--- config.mk ---
export PLATFORM = sky130hd
export DESIGN_NAME = game_move_controller
export DESIGN_NICKNAME = d
export VERILOG_FILES = /design/src/rtl/game_pkg.sv /design/src/rtl/game_board_checker.sv /design/src/rtl/game_move_controller.sv
export SDC_FILE = /design/constraint.sdc
export NUM_CORES = 1
export LEC_CHECK = 0
export ABC_CLOCK_PERIOD_IN_PS = 4200
export CAP_MARGIN = 10
export CORE_MARGIN = 1.5
export CORE_UTILIZATION = 30
export CTS_CLUSTER_DIAMETER = 30
export DETAILED_ROUTE_END_ITERATION = 16
export PLACE_DENSITY = 0.61
export SYNTH_ARGS = -nofsm -noshare
export SYNTH_HDL_FRONTEND = slang
export SYNTH_HIERARCHICAL = 1
export SYNTH_SLANG_ARGS = --single-unit
--- constraint.sdc ---
create_clock -name clk -period 4.2 [get_ports clk]
set_clock_uncertainty 0.1 [all_clocks]
set_input_delay 1.26 -clock clk [delete_from_list [all_inputs] [get_ports clk]]
set_output_delay 1.26 -clock clk [all_outputs]
set_load 0.01 [all_outputs]
--- src/rtl/game_pkg.sv ---
// game_pkg: shared tile/board types, direction encodings, controller state encoding.
`default_nettype none

package game_pkg;

  localparam int GAME_W = 12;

  typedef logic [GAME_W-1:0] tile_t;
  typedef tile_t [3:0][3:0]  board_t;

  localparam logic [3:0] DIR_UP    = 4'b1000;
  localparam logic [3:0] DIR_DOWN  = 4'b0100;
  localparam logic [3:0] DIR_LEFT  = 4'b0010;
  localparam logic [3:0] DIR_RIGHT = 4'b0001;

  typedef enum logic [2:0] {
    S_IDLE     = 3'd0,
    S_INIT     = 3'd1,
    S_WAIT_DIR = 3'd2,
    S_LAUNCH   = 3'd3,
    S_COMMIT   = 3'd4,
    S_SPAWN    = 3'd5,
    S_CHECK    = 3'd6,
    S_OVER     = 3'd7
  } state_t;

  function automatic logic is_dir(input logic [3:0] d);
    return (d == DIR_UP) || (d == DIR_DOWN) || (d == DIR_LEFT) || (d == DIR_RIGHT);
  endfunction

endpackage

`default_nettype wire

--- src/rtl/game_board_checker.sv ---
// game_board_checker: combinational board status - per-cell empty flags,
// any empty cell, any equal orthogonal neighbour pair, any winning tile.
`default_nettype none

module game_board_checker #(
  parameter int W         = 12,
  parameter int WIN_VALUE = 2048
) (
  input  logic [16*W-1:0] i_board,
  output logic [15:0]     o_empty,
  output logic            o_any_empty,
  output logic            o_has_merge,
  output logic            o_has_win
);

  logic [15:0] w_win;
  logic [15:0] w_merge;

  // Cell i sits at row i/4, column i%4; compare each cell with its right and lower neighbour.
  genvar gi;
  generate
    for (gi = 0; gi < 16; gi++) begin : g_cell
      logic [W-1:0] w_cur;
      logic         w_eq_right;
      logic         w_eq_down;

      assign w_cur        = i_board[gi*W +: W];
      assign o_empty[gi]  = (w_cur == '0);
      assign w_win[gi]    = (w_cur == W'(WIN_VALUE));

      if ((gi % 4) != 3) begin : g_right
        assign w_eq_right = (w_cur == i_board[(gi+1)*W +: W]);
      end else begin : g_no_right
        assign w_eq_right = 1'b0;
      end

      if (gi < 12) begin : g_down
        assign w_eq_down = (w_cur == i_board[(gi+4)*W +: W]);
      end else begin : g_no_down
        assign w_eq_down = 1'b0;
      end

      assign w_merge[gi] = w_eq_right | w_eq_down;
    end
  endgenerate

  assign o_any_empty = |o_empty;
  assign o_has_merge = |w_merge;
  assign o_has_win   = |w_win;

endmodule

`default_nettype wire

--- src/rtl/game_move_controller.sv ---
// game_move_controller: 2048 turn sequencer - owns the board, runs the summation datapath
// handshake, requests tile spawns and flags win/lose. Optional one-level undo: GAME_UNDO_EN.
`default_nettype none

module game_move_controller
  import game_pkg::*;
#(
  parameter int W           = GAME_W,
  parameter int WIN_VALUE   = 2048,
  parameter int SUM_TIMEOUT = 64
) (
  input  logic            clk,
  input  logic            rst_n,
  input  logic            i_new_game,
`ifdef GAME_UNDO_EN
  input  logic            i_undo,
`endif
  input  logic            i_dir_valid,
  input  logic [3:0]      i_direction,
  output logic            o_dir_ready,
  output logic            o_sum_enable,
  output logic [3:0]      o_sum_dir,
  output logic [16*W-1:0] o_sum_matrix,
  input  logic [16*W-1:0] i_sum_result,
  input  logic            i_sum_ready,
  output logic            o_sum_clr,
  output logic            o_spawn_req,
  input  logic            i_spawn_ack,
  input  logic [3:0]      i_spawn_pos,
  input  logic [W-1:0]    i_spawn_val,
  output logic [16*W-1:0] o_board,
  output logic            o_win,
  output logic            o_lose,
  output logic            o_move_err
);

  localparam int TW = (SUM_TIMEOUT > 2) ? $clog2(SUM_TIMEOUT) : 1;
  localparam logic [TW-1:0] TMAX = TW'(SUM_TIMEOUT - 1);

  state_t          r_state;
  logic [16*W-1:0] r_board;
  logic [16*W-1:0] r_result;
  logic [TW-1:0]   r_tcnt;
  logic            r_spawn_extra;
  logic            r_ng_pending;
  logic            r_dir_ready;
  logic            r_sum_enable;
  logic [3:0]      r_sum_dir;
  logic            r_sum_clr;
  logic            r_spawn_req;
  logic            r_win;
  logic            r_lose;
  logic            r_move_err;
`ifdef GAME_UNDO_EN
  logic [16*W-1:0] r_shadow;
`endif

  logic [15:0] w_empty;
  logic        w_any_empty;
  logic        w_has_merge;
  logic        w_has_win;
  logic        w_result_empty;

  game_board_checker #(
    .W         (W),
    .WIN_VALUE (WIN_VALUE)
  ) u_checker (
    .i_board     (r_board),
    .o_empty     (w_empty),
    .o_any_empty (w_any_empty),
    .o_has_merge (w_has_merge),
    .o_has_win   (w_has_win)
  );

  // Decides at COMMIT whether a spawn request is worth raising for the new board.
  always_comb begin
    w_result_empty = 1'b0;
    for (int i = 0; i < 16; i++) begin
      if (r_result[i*W +: W] == '0) w_result_empty = 1'b1;
    end
  end

  always_ff @(posedge clk or negedge rst_n) begin
    if (!rst_n) begin
      r_state       <= S_IDLE;
      r_board       <= '0;
      r_result      <= '0;
      r_tcnt        <= '0;
      r_spawn_extra <= 1'b0;
      r_ng_pending  <= 1'b0;
      r_dir_ready   <= 1'b0;
      r_sum_enable  <= 1'b0;
      r_sum_dir     <= '0;
      r_sum_clr     <= 1'b0;
      r_spawn_req   <= 1'b0;
      r_win         <= 1'b0;
      r_lose        <= 1'b0;
      r_move_err    <= 1'b0;
`ifdef GAME_UNDO_EN
      r_shadow      <= '0;
`endif
    end else begin
      r_sum_clr  <= 1'b0;
      r_move_err <= 1'b0;
      // A move in flight must finish before new_game takes effect.
      if (i_new_game && (r_state != S_LAUNCH) && (r_state != S_COMMIT)) begin
        r_state     <= S_INIT;
        r_dir_ready <= 1'b0;
        r_spawn_req <= 1'b0;
      end else begin
        case (r_state)
          S_IDLE: ;
          S_INIT: begin
            r_board       <= '0;
            r_win         <= 1'b0;
            r_lose        <= 1'b0;
            r_ng_pending  <= 1'b0;
            r_spawn_extra <= 1'b1;
            r_spawn_req   <= 1'b1;
            r_state       <= S_SPAWN;
          end
          S_WAIT_DIR: begin
`ifdef GAME_UNDO_EN
            if (i_undo) begin
              r_board <= r_shadow;
              r_win   <= 1'b0;
              r_lose  <= 1'b0;
            end else
`endif
            if (i_dir_valid && is_dir(i_direction)) begin
              r_sum_dir    <= i_direction;
              r_sum_enable <= 1'b1;
              r_tcnt       <= '0;
              r_dir_ready  <= 1'b0;
              r_state      <= S_LAUNCH;
            end
          end
          S_LAUNCH: begin
            r_ng_pending <= r_ng_pending | i_new_game;
            if (i_sum_ready) begin
              r_result     <= i_sum_result;
              r_sum_enable <= 1'b0;
              r_sum_clr    <= 1'b1;
              r_state      <= S_COMMIT;
            end else if (r_tcnt == TMAX) begin
              r_sum_enable <= 1'b0;
              r_sum_clr    <= 1'b1;
              r_move_err   <= 1'b1;
              if (r_ng_pending || i_new_game) begin
                r_ng_pending <= 1'b0;
                r_state      <= S_INIT;
              end else begin
                r_dir_ready <= 1'b1;
                r_state     <= S_WAIT_DIR;
              end
            end else begin
              r_tcnt <= r_tcnt + 1'b1;
            end
          end
          S_COMMIT: begin
            r_ng_pending <= 1'b0;
            if (r_ng_pending || i_new_game) begin
              r_state <= S_INIT;
            end else if (r_result == r_board) begin
              r_dir_ready <= 1'b1;
              r_state     <= S_WAIT_DIR;
            end else begin
`ifdef GAME_UNDO_EN
              r_shadow <= r_board;
`endif
              r_board       <= r_result;
              r_spawn_extra <= 1'b0;
              r_spawn_req   <= w_result_empty;
              r_state       <= S_SPAWN;
            end
          end
          S_SPAWN: begin
            if (!w_any_empty) begin
              r_spawn_req   <= 1'b0;
              r_spawn_extra <= 1'b0;
              r_state       <= S_CHECK;
            end else if (i_spawn_ack && r_spawn_req && w_empty[i_spawn_pos]) begin
              r_board[i_spawn_pos*W +: W] <= i_spawn_val;
              if (r_spawn_extra) begin
                r_spawn_extra <= 1'b0;
              end else begin
                r_spawn_req <= 1'b0;
                r_state     <= S_CHECK;
              end
            end
          end
          S_CHECK: begin
            if (w_has_win) begin
              r_win   <= 1'b1;
              r_state <= S_OVER;
            end else if (!w_any_empty && !w_has_merge) begin
              r_lose  <= 1'b1;
              r_state <= S_OVER;
            end else begin
              r_dir_ready <= 1'b1;
              r_state     <= S_WAIT_DIR;
            end
          end
          S_OVER: ;
          default: r_state <= S_IDLE;
        endcase
      end
    end
  end

  assign o_dir_ready  = r_dir_ready;
  assign o_sum_enable = r_sum_enable;
  assign o_sum_dir    = r_sum_dir;
  assign o_sum_matrix = r_board;
  assign o_sum_clr    = r_sum_clr;
  assign o_spawn_req  = r_spawn_req;
  assign o_board      = r_board;
  assign o_win        = r_win;
  assign o_lose       = r_lose;
  assign o_move_err   = r_move_err;

endmodule

`default_nettype wire

==> reports/summary.md <==
• 191,000 um — wire length reported by the detailed router
• reg2reg — type of the worst setup path
• 0.0976 mm2 — DIE AREA
• negative setup slack — violated checks
• 0.303 — starting utilization of the core area
• 0.284 — fraction of final layout cells sized beyond drive strength 1
• 6 — Yosys Warn Count
• 31,710 — number of vias in the routed layout
• 3 — clk buf depth
• 921 mW/mm2 — areal power density over the cells
• 0 — Hold Violations, Final
• register — crit start category
• 4240 ps — Tmin final
• 1.10 — placer's final routability congestion estimate
• 0.379 — overall fraction of global-route tracks in use
• 0 — GR Overflow Total
• 0 — number of enable flip-flop cells after synthesis
• 312 um — Die Span Y
• 12 — number of antenna violations at the first check in global routing
• 0 — drc violations
• 0.289 — Slew headroom
• 0.0163 mm2 — combined area of the multi-input logic cells
• dfrtp_1 — Yosys top cell by area
• 116 — CTS Buf Count
• dfrtp_1 — top_reg_cell synth
• clkdlybuf4s50_1 — most frequent standard cell in the layout excluding fill and tap cells
• 9,005 — number of fill cells in the layout
• 720 ps — clock latency at the later pin of the worst-skew pair
• 257,000 um — first-pass GRT wire length
• -962 ps — Setup Slack @ Placement
• 83 — number of different library cells in the post-synthesis netlist
• 3 — H-tree depth reported by CTS
• 5.97 — via/cell ratio
• 1.00 — proportion of register bits with asynchronous set or reset after synthesis
• 40 ps — clock edge transition at the registers on the reported setup and hold paths
• 18 — critical path fanouts, max
• 0.354 — register area share after synthesis
• 53.6% — relative area change from synthesis to final layout
• 113 — cell row count
• 0.0287 mm2 — netlist area before placement
• 4700 ps — arrival time at the worst endpoint
• no — RSZ-0062 raised after global routing
• 1.01 — post-route clock period utilization
• 312 um — horizontal die dimension
• 4,173 — Post-layout nets
• 30,733 — number of global-route vias before repair
• 0.000409 V — worst ir drop on vdd
• 6 — TritonRoute pass-1 iters
• reg2reg — Min-Delay Path Class
• done — TritonCTS clock tree
• 1060 ps — slew at the pin with the worst max-slew slack
• 0 — Post-CTS Hold Buffers
• clkbuf_16 — buffer type at the clock tree root
• 2,960 — number of instances in the synthesized netlist
• 608 x clkdlybuf4s50_1, 602 x buf_4, 405 x dfrtp_1 — most used cells in the layout excluding fill and tap cells
• 4,755 — count of routing violations after the opening detailed-route iteration
• finished with violations — status
• 35.9 um — routed wirelength normalized by instance count
• 148,000 um — half-perimeter wire length of the detailed placement result
• dfrtp_1 35%, mux2_2 8.9%, xor2_1 7.8% — top post-synthesis cells by area
• 9.70 um2 — average footprint of a synthesized cell
• 4660 ps — Worst Path Required
• 406 — post-synthesis sequential element count
• register — endpoint type of the worst setup path
• -37.3 ps — setup ws final
• 406 — number of clock sinks seen by CTS
• 0 — count of pins over their slew limit
• 0 — number of maximum-capacitance constraint violations
• 0.0397 mm2 — post-placement cell area
• 3,187 — net count after synthesis
• 0.0102 mm2 — area taken by flip-flops and latches
• 76 — pin count of the biggest net entering global routing
• 0.0441 mm2 — post-route cell area
• 236 MHz — top achievable clock speed
• 0.354 — share of the synthesized area in the top cell type
• 0 — number of nets with antenna violations after detailed routing
• 612 — number of port buffers
• 8 — final setup violating endpoints
• 19.5 nW — static leakage power
• 613 — I/O pin count
• 0.0949 mm2 — placeable core region
[layout make-up]
cell class	count	share of cell area
Antenna cell	2	0.000113
Clock inverter	64	0.0235
Tap cell	1265	0.0359
Clock buffer	152	0.0748
Multi-Input combinational cell	2115	0.370
Sequential cell	406	0.230
Inverter	48	0.00411
Timing Repair Buffer	1259	0.261
[state kept, by name, indices dropped and copies added (netlist names), 3 cells and up]
| register | count |
|---|---|
| r_result | 192 |
| r_state | 3 |
| o_sum_dir | 4 |
| r_tcnt | 6 |
| o_board | 192 |
[final timing paths]
| path | start | end | slack (ps) | depth (start not counted) |
|---|---|---|---|---|
| min in group asynchronous | rst_n | r_result[178] | 530 | 1 |
| worst max register to register | o_board[84] | o_board[127] | -40 | 13 |
| worst min register to register | o_sum_enable | o_sum_enable | 390 | 1 |
| max in group asynchronous | rst_n | o_board[130] | 2550 | 2 |
| worst min-delay path | o_sum_enable | o_sum_enable | 390 | 1 |
| worst max-delay path | o_board[84] | o_board[127] | -40 | 13 |
[cells by family after synthesis]
| family | synth area share |
|---|---|
| xor gates and xnor gates | 0.144 |
| muxes | 0.115 |
| DFF | 0.354 |
| adders and majority gates | 0.00418 |
| AOI/OAI and AO/OA | 0.157 |
| buffers and inverters | 0.0868 |
| and+or+nand+nor | 0.139 |
[report_power, final]
group | total (W) | internal (W) | switching, W
clock | 0.00974 | 0.00693 | 0.00281
combinational | 0.0230 | 0.00929 | 0.0137
sequential | 0.00788 | 0.00545 | 0.00242
[stage by stage]
| step | power, W | hold slack (ps) | TNS [ps] | util | cells |
|---|---|---|---|---|---|
| 2_1_floorplan | 0.0171 | 379 | 0 | - | 2960 |
| 3_3_place_gp | 0.0293 | 364 | -119150 | 0.418 | 5091 |
| 3_5_place_dp | 0.0294 | 377 | -120170 | 0.418 | 5091 |
| 4_1_cts | 0.0393 | 384 | -7.04 | 0.464 | 5308 |
| 5_1_grt | 0.0411 | 420 | 0 | 0.465 | 5309 |
| 6_report | 0.0406 | 386 | -154 | 0.465 | 5311 |
[worst max-delay path, stage by stage, from the launching register on]
cell       delay (ps)
dfrtp_1           380
nor4_1            400
nand4b_1          370
nor2_1            210
buf_4             220
mux2i_1           110
a311oi_2          340
and4_1            280
o21ai_1           170
and2_1            300
a41o_1            290
buf_4             230
or3_1             480
o2bb2ai_1         190
[synth_stat cells (all sizes together), types with 8 or more instances]
master	count
a211oi	12
a21oi	92
a22o	53
a22oi	89
a2bb2oi	9
a31oi	20
a32o	10
a32oi	10
and2	19
and3	15
buf	265
clkbuf	126
dfrtp	406
ha	8
inv	47
mux2	228
mux2i	70
nand2	102
nand2b	11
nand3	86
nand4	69
nor2	133
nor2b	30
nor3	37
nor4	162
o211ai	8
o21ai	70
o221ai	8
o22ai	26
o2bb2ai	137
or3	29
or4	10
xnor2	206
xor2	256
[repair_timing]
item	4_1_cts	5_1_grt
endpoints found under the setup margin	49	175
gates cloned	0	0
pin swaps	1	1
gates resized for setup	6	16
hold endpoints to repair	0	0
setup buffers	1	1
[routing by layer]
layer / part of all wire / vias to the layer above / track usage
met2: 0.41 / 2667 / 0.549
met4: 0.076 / 12 / 0.241
li1: - / 12748 / -
met1: 0.38 / 15649 / 0.476
met3: 0.13 / 634 / 0.136
met5: 0.00044 / - / 0
(Power assumes the default switching activity.)
